### src/rtl/fifo_arb_pkg.sv
// Shared types and helpers for the FIFO write-port arbiter.
// The optional per-requester beat counters are enabled with `define FIFO_ARB_STATS_EN.
package fifo_arb_pkg;

  typedef enum logic {
    ST_IDLE = 1'b0,
    ST_LOCK = 1'b1
  } state_t;

  // Ceiling log2 for elaboration-time widths; returns 0 for v <= 1.
  function automatic int clog2(input int v);
    int r;
    r = 0;
    for (int i = 0; i < 32; i++) begin
      if ((1 << r) < v) r++;
    end
    return r;
  endfunction

  // LSB of requester k's slice in a flattened data bus.
  function automatic int data_lsb(input int k, input int w);
    return k * w;
  endfunction

endpackage

### src/rtl/rr_arbiter.sv
// Combinational round-robin selector: picks the first set request strictly
// after ptr, wrapping around. The request vector is doubled so the wrap is a
// plain masked lowest-bit search.
module rr_arbiter
  import fifo_arb_pkg::*;
#(
  parameter int NUM_REQ = 4,
  parameter int ID_W    = clog2(NUM_REQ)
) (
  input  logic [NUM_REQ-1:0] req,
  input  logic [ID_W-1:0]    ptr,
  output logic [ID_W-1:0]    gnt_id,
  output logic               any
);

  logic [2*NUM_REQ-1:0] dbl;
  logic [2*NUM_REQ-1:0] mask;
  logic [2*NUM_REQ-1:0] hit;

  // Window (ptr, ptr+NUM_REQ] over the doubled vector, lowest hit wins.
  always_comb begin
    dbl    = {req, req};
    mask   = '0;
    gnt_id = '0;
    any    = |req;
    for (int i = 0; i < 2*NUM_REQ; i++) begin
      mask[i] = (i > int'(ptr)) && (i <= int'(ptr) + NUM_REQ);
    end
    hit = dbl & mask;
    for (int i = 2*NUM_REQ-1; i >= 0; i--) begin
      if (hit[i]) gnt_id = ID_W'(i % NUM_REQ);
    end
  end

endmodule

### src/rtl/fifo_wr_arbiter.sv
// Packet-aware round-robin arbiter sharing the async FIFO write port.
// A grant is held for a whole packet or MAX_BURST beats, whichever ends first.
// Optional feature: `define FIFO_ARB_STATS_EN adds o_beat_cnt, saturating
// per-requester accepted-beat counters.
module fifo_wr_arbiter
  import fifo_arb_pkg::*;
#(
  parameter int NUM_REQ   = 4,
  parameter int D_SIZE    = 16,
  parameter int MAX_BURST = 8,
  parameter int CNT_W     = 16,
  parameter int ID_W      = $clog2(NUM_REQ)
) (
  input  logic                      i_clk,
  input  logic                      i_rst,
  input  logic [NUM_REQ-1:0]        i_req_valid,
  input  logic [NUM_REQ-1:0]        i_req_last,
  input  logic [NUM_REQ*D_SIZE-1:0] i_req_data,
  output logic [NUM_REQ-1:0]        o_req_ready,
  output logic                      o_wr_en,
  output logic [D_SIZE-1:0]         o_wr_data,
  input  logic                      i_full,
  output logic [ID_W-1:0]           o_grant_id,
  output logic                      o_busy
`ifdef FIFO_ARB_STATS_EN
  ,output logic [NUM_REQ*CNT_W-1:0] o_beat_cnt
`endif
);

  localparam int BC_W = clog2(MAX_BURST + 1);

  state_t          state, state_nxt;
  logic [ID_W-1:0] ptr;
  logic [ID_W-1:0] gid;
  logic [BC_W-1:0] bcnt;
  logic [BC_W-1:0] bcnt_inc;
  logic [ID_W-1:0] arb_id;
  logic            arb_any;
  logic            beat;
  logic            rel;

  rr_arbiter #(
    .NUM_REQ (NUM_REQ),
    .ID_W    (ID_W)
  ) u_rr (
    .req    (i_req_valid),
    .ptr    (ptr),
    .gnt_id (arb_id),
    .any    (arb_any)
  );

  assign o_grant_id = gid;
  assign o_busy     = (state == ST_LOCK);
  assign bcnt_inc   = bcnt + 1'b1;

  // Zero-latency beat path: accept, ready, write enable and data mux.
  always_comb begin
    beat        = (state == ST_LOCK) && i_req_valid[gid] && !i_full;
    o_req_ready = '0;
    o_wr_en     = beat;
    o_wr_data   = '0;
    if (state == ST_LOCK) o_req_ready[gid] = !i_full;
    if (beat) o_wr_data = i_req_data[data_lsb(int'(gid), D_SIZE) +: D_SIZE];
    // Packet end and burst cap coinciding is still one release.
    rel = beat && (i_req_last[gid] || (bcnt_inc == BC_W'(MAX_BURST)));
  end

  // Next state: arbitrate for one cycle in IDLE, hold in LOCK until release.
  always_comb begin
    state_nxt = state;
    case (state)
      ST_IDLE: if (arb_any) state_nxt = ST_LOCK;
      ST_LOCK: if (rel)     state_nxt = ST_IDLE;
      default:              state_nxt = ST_IDLE;
    endcase
  end

  // State register.
  always_ff @(posedge i_clk or posedge i_rst) begin
    if (i_rst) state <= ST_IDLE;
    else       state <= state_nxt;
  end

  // Grant capture, burst counting and round-robin pointer update.
  always_ff @(posedge i_clk or posedge i_rst) begin
    if (i_rst) begin
      ptr  <= ID_W'(NUM_REQ - 1);
      gid  <= '0;
      bcnt <= '0;
    end else begin
      if (state == ST_IDLE && arb_any) begin
        gid  <= arb_id;
        bcnt <= '0;
      end
      if (beat) bcnt <= bcnt_inc;
      if (rel)  ptr  <= gid;
    end
  end

`ifdef FIFO_ARB_STATS_EN
  for (genvar k = 0; k < NUM_REQ; k++) begin : g_stat
    logic [CNT_W-1:0] cnt;

    // Saturating count of beats accepted from requester k.
    always_ff @(posedge i_clk or posedge i_rst) begin
      if (i_rst)                                         cnt <= '0;
      else if (beat && gid == ID_W'(k) && cnt != '1)     cnt <= cnt + 1'b1;
    end

    assign o_beat_cnt[k*CNT_W +: CNT_W] = cnt;
  end
`endif

endmodule

### config.mk
export PLATFORM = sky130hd
export DESIGN_NAME = fifo_wr_arbiter
export DESIGN_NICKNAME = d
export VERILOG_FILES = /design/src/rtl/fifo_arb_pkg.sv /design/src/rtl/rr_arbiter.sv /design/src/rtl/fifo_wr_arbiter.sv
export SDC_FILE = /design/constraint.sdc
export NUM_CORES = 1
export LEC_CHECK = 0
export CORE_MARGIN = 3
export CORE_UTILIZATION = 29
export DETAILED_ROUTE_END_ITERATION = 7
export GPL_ROUTABILITY_DRIVEN = 1
export MAX_ROUTING_LAYER = met4
export PLACE_DENSITY = 0.78
export SLEW_MARGIN = 20
export SYNTH_ARGS = -nofsm -noshare
export SYNTH_HDL_FRONTEND = slang
export SYNTH_SLANG_ARGS = --single-unit
### constraint.sdc
create_clock -name i_clk -period 1.95 [get_ports i_clk]
set_input_delay 0.2925 -clock i_clk [delete_from_list [all_inputs] [get_ports i_clk]]
set_output_delay 0.2925 -clock i_clk [all_outputs]
set_load 0.005 [all_outputs]
# Word-level counts from Yosys, hierarchy flattened
# Cells that the tools add are included.
# classes
add_sub_neg	2
order_cmp	12
n_eq_ne	1
shift	1
n_mux	21
bitwise_logic	3
n_reduce_logical	12
# ops
op	n
$le A4 B32 Y1 const A	4
$le A3 B32 Y1 const A	2
$shiftx A64 B7 Y16	1
$le A2 B32 Y1 const A	1
$mux W16	1
$mux W2	8
$mux W4	3
$and A8 B8 Y8	1
$logic_and A1 B1 Y1	8
$mux W1	5
$add A2 B3 Y4 const B	1
$add A4 B1 Y4 const B	1
$and A4 B4 Y4	1
$bmux W1 S2	2
$eq A4 B4 Y1 const B	1
$gt A2 B2 Y1 const A	2
$reduce_or A4 Y1	1
$lt A2 B3 Y1 const B	1
$demux W1 S2	1
$ge A2 B1 Y1 const B	1
$gt A1 B2 Y1 const A	1
$pmux W1 S2	1
$reduce_bool A2 Y1	1
$logic_not A1 Y1	1
2 further kinds	2
# word_totals
reg_bits	9
output_inout_bits	24

# Longest topological paths before layout
# logic_depth
word_depth	12
ltp_mapped	6
depth_no_buf	5

# Cells and area by module
# From an unflattened synthesis, not the netlist that was laid out.
# hier_totals
cells_unflattened	106
hier_area_um2	1143.6
# by_module_without_submodules
module	n_inst	cells_each	area_per_inst_um2
fifo_wr_arbiter	1	92	1057.3
rr_arbiter	1	14	86.3

# Worst setup path after synthesis
# OpenSTA, ideal clock, no wires.
# synth_path
kind	register to output
start	register gid[0], in the netlist o_grant_id[0]
end	output port o_wr_data[0]
arrival_time_ns	1.519
path_slack_ns	0.138
path_stages_with_launch	5
cell_sequence	dfrtp_1 -> buf_2 -> buf_2 -> mux4_2 -> and3_1
# synth_between
elab_chain_cells	5
word_cells_on_any_way	6
# synth_lines
item	line_no	text
start: declaration	fifo_wr_arbiter.sv:34	logic [ID_W-1:0] gid;
start signal: assignment	fifo_wr_arbiter.sv:92	gid <= arb_id;
branches (longest 4 deep; another with $shiftx A64 B7 Y16)	--	
$mux W16 *	fifo_wr_arbiter.sv:63	if (beat) o_wr_data = i_req_data[data_lsb(int'(gid), D_SIZE) +: D_SIZE];
end: declaration	fifo_wr_arbiter.sv:21	output logic [D_SIZE-1:0] o_wr_data,
# Mark *: on every way between the ends. The select of a mux whose other input is x is not followed.

# Worst setup path after layout
# layout_path
start	register gid[0], in the netlist o_grant_id[0]
end	output port o_wr_data[11]
# Same word-level chain as after synthesis.

==> flow_summary.rst <==
.. list-table::
   :header-rows: 1

   * - Metric
     - Value
   * - Run status
     - finished with violations
   * - Violations in the final reports
     - setup timing
   * - Sequence of cells on the critical path
     - buf_12 > buf_6 > buf_6 > mux4_2 > and3_4 > buf_6
   * - Sort of element at the end of the critical path
     - output pin
   * - Cell occurring most often along the worst timing path
     - buf_6
   * - Synthesized flop and latch total
     - 9
   * - Core area
     - 3490 um2
   * - Data required time of the critical path
     - 1.66 ns
   * - Detailed-router iteration count before antenna repair
     - 4
   * - Yosys warning count
     - 0
   * - Max rail drop VDD
     - 648 uV
   * - Number of global-route vias before repair
     - 1,789
   * - Longest individual stage delay on the worst path
     - 0.52 ns
   * - Count of clock tree sinks
     - 9
   * - Antenna violations before repair
     - 0
   * - Drt wl/cell
     - 25.9 um
   * - Leakage power summed over all cells
     - 1.20 nW
   * - Area used by multi-input combinational logic
     - 966 um2
   * - CTS root buf
     - clkbuf_8
   * - Unique masters post-synth
     - 32
   * - Iteration-0 DRC count of the detailed router
     - 166
   * - Fraction of final layout cells with drive strength greater than 1
     - 43.3%
   * - Post-route setup TNS
     - -2.14 ns
   * - Cell type with the highest aggregate area in the netlist
     - mux4_2
   * - CP Data Arrival Time
     - 1.87 ns
   * - Total gr overflow
     - 0
   * - Clock latency on the worst-skew pair
     - 0.25 ns
   * - Worst Hold Margin
     - 0.320 ns
   * - Synth Instances
     - 106
   * - Final setup violation count
     - 16
   * - Fin. Hold Viols
     - 0
   * - Clock tree from TritonCTS
     - done
   * - Register area share after synthesis
     - 20.5%
   * - Height of the chip
     - 67.8 um
   * - Slew HR
     - 73.9%
   * - Cell types occupying the most area after synthesis
     - mux4_2 35%, dfrtp_1 16%, and3_1 9.6%, dfstp_2 4.7%, mux2i_1 2.7%
   * - Cts-stage hold buffer count
     - 0
   * - Start-to-end type of the worst setup path
     - flip-flop to output pin
   * - Relative area change from synthesis to final layout
     - 144%
   * - Setup repair after global routing missed its margin
     - true
   * - Number of clock buffers inserted by TritonCTS
     - 3
   * - Cell area after layout
     - 2700 um2
   * - Number of vias per cell after detailed routing
     - 5.96
   * - Number of filler instances in the final layout
     - 203
   * - Number of buffers between clock root and the deepest sink
     - 2
   * - Average cell area after synthesis
     - 10.5 um2
   * - Number of nets in the final layout
     - 322
   * - Routed vias
     - 1,734
   * - Cell type group with the largest total delay on the critical path
     - multiplexers
   * - Number of I/O pins
     - 99
   * - Cell count along the critical path
     - 6
   * - Detailed Route WL
     - 7.54 mm
   * - ANT nets after route
     - 0
   * - H-tree Lvls
     - 1
   * - Antenna Cells
     - 0
   * - Number of remaining DRC errors
     - 0
   * - Count of buffers from port buffering
     - 98
   * - Worst-path cell with the longest stage delay
     - mux4_2
   * - Measured slew at the worst slew-check pin
     - 0.391 ns
   * - Floorplan row count
     - 21
   * - Area occupied by registers
     - 230 um2
   * - R2r worst-path depth
     - 7
   * - Maximum number of pins on one net before global-route repair
     - 20
   * - Area of the die
     - 4600 um2
   * - Tightest Hold Check Type
     - input port to asynchronous set/reset pin
   * - Mapped Area
     - 1110 um2
   * - Number of maximum-capacitance constraint violations
     - 0
   * - Net Count, Synth
     - 182
   * - Routability congestion estimate
     - 0.828
   * - Max Transition Viols Final
     - 0
   * - Least setup slack across all paths after layout
     - -0.212 ns
   * - Clock-pin slew reported for the worst setup and hold paths after clock tree synthesis
     - 0.06 ns
   * - Maximum clock skew at final layout
     - 0.0136 ns
   * - Global-route usage over all layers
     - 31.1%
   * - Effective utilization at floorplan
     - 31.7%
   * - Crit-path max FO
     - 5
   * - Overall die width
     - 67.8 um
   * - Wire length of the first global-routing pass
     - 9.93 mm
   * - Post-DP HPWL
     - 3.90 mm
   * - Nature of the critical path startpoint
     - flip-flop
   * - Max Fclk
     - 462 MHz
   * - Cell area power density
     - 1100 nW/um2
   * - Final cycle utilization of the critical path
     - 111%
   * - Number of buffer and inverter instances along the worst setup path
     - 4
   * - Clock period minus final worst setup slack
     - 2.16 ns
   * - Placed inst area
     - 2250 um2
   * - Top-area cell type share of the netlist area
     - 34.5%
## power breakdown
part	internal [mW]	switching (mW)
Clock	0.144	0.0900
Sequential	0.274	0.113
Combinational	1.44	0.919
Total	1.85	1.12
## layout by cell type, fill, tap and decap left out, types with 5 or more instances in the layout
cell type | Yosys | routed
inv_1 | 6 | 6
buf_6 | 1 | 28
mux4_2 | 17 | 20
and3_4 | 0 | 12
dfrtp_1 | 7 | 5
o21ai_0 | 5 | 5
clkdlybuf4s50_1 | 0 | 73
buf_2 | 3 | 5
dlygate4sd2_1 | 0 | 7
and3_1 | 17 | 5
buf_4 | 0 | 21
nor2_1 | 5 | 5
## worst paths after layout
kind                               start       endpoint  slack [ns]
setup reg to reg           o_grant_id[1]         ptr[1]        0.03
min in group i_clk               bcnt[2]        bcnt[2]        0.54
max in group asynchronous          i_rst         ptr[1]        1.32
hold reg to reg                  bcnt[2]        bcnt[2]        0.54
setup / recovery           o_grant_id[0]  o_wr_data[11]       -0.21
hold / removal                     i_rst  o_grant_id[1]        0.32
## cell type report
class / count / share of cell area [%]
clock buffers: 4 / 1.67
inverters: 6 / 0.834
multi-input cells: 85 / 35.8
flip-flops and latches: 9 / 8.52
well taps: 46 / 2.13
repair buffers: 141 / 51.1
## through the flow
stage	total power, mW	setup slack (ns)	std cells	utilization (%)
2_1_floorplan	1.18	0.138	106	-
6_report	2.98	-0.212	291	77.3
3_5_place_dp	1.90	-0.397	259	64.4
5_1_grt	3.10	-0.231	291	77.3
3_3_place_gp	1.85	-0.370	259	64.4
4_1_cts	2.77	-0.176	294	76.5
## worst register-to-register path: cells and delay by family, from the launching register on
kind / cells / cell delay (ns)
buffers and inverters: 3 / 0.47
AOI/OAI and AO/OA: 1 / 0.18
muxes: 3 / 0.74
DFF: 1 / 0.46
## Yosys cell counts
| library cell | instances |
|---|---|
| and3_1 | 17 |
| mux4_2 | 17 |
| dfrtp_1 | 7 |
| inv_1 | 6 |
| clkbuf_1 | 5 |
| nor2_1 | 5 |
| o21ai_0 | 5 |
| a21oi_1 | 4 |
| nand2_1 | 4 |
| nand3_1 | 4 |
| buf_2 | 3 |
| mux2i_1 | 3 |
| a21o_1 | 2 |
| and3b_1 | 2 |
| dfstp_2 | 2 |
| mux2_4 | 2 |
| nand2b_1 | 2 |
| o211ai_1 | 2 |
| a21boi_0 | 1 |
| a21oi_2 | 1 |
| a31oi_1 | 1 |
| buf_6 | 1 |
| ha_1 | 1 |
| mux2_2 | 1 |
| nand2_4 | 1 |
| nor2b_1 | 1 |
| nor3b_1 | 1 |
| nor4_1 | 1 |
| o21ai_1 | 1 |
| o22ai_1 | 1 |
| o31ai_1 | 1 |
| xor2_1 | 1 |
## layer usage
metal	routed length (um)	global-route usage, %
met5	0	-
met4	374	16.6
met3	949	11.7
met2	3650	52.4
met1	2570	31.2
## flip-flops by register name, summed over array words and instances, names as in the netlist
register and flops:
o_grant_id 2, bcnt 4, o_busy 1, ptr 2
## cells by family after synthesis
group,count (synthesis),share of synthesized area (%)
XOR/XNOR,1,0.790
multiplexers,23,41.0
AO/OA/AOI/OAI,19,10.5
buffers and inverters,15,6.09
flip-flops,9,20.5
adder cells (fa/ha/maj),1,1.13
AND/OR/NAND/NOR,38,20.0
## timing repair
action / in CTS / in global routing
setup endpoints to repair: 21 / 18
pin swaps: 15 / 1
buffers inserted: 27 / 1
resized for setup: 111 / 21
cloned: 4 / 0
Power figures use the tool's default switching activity.
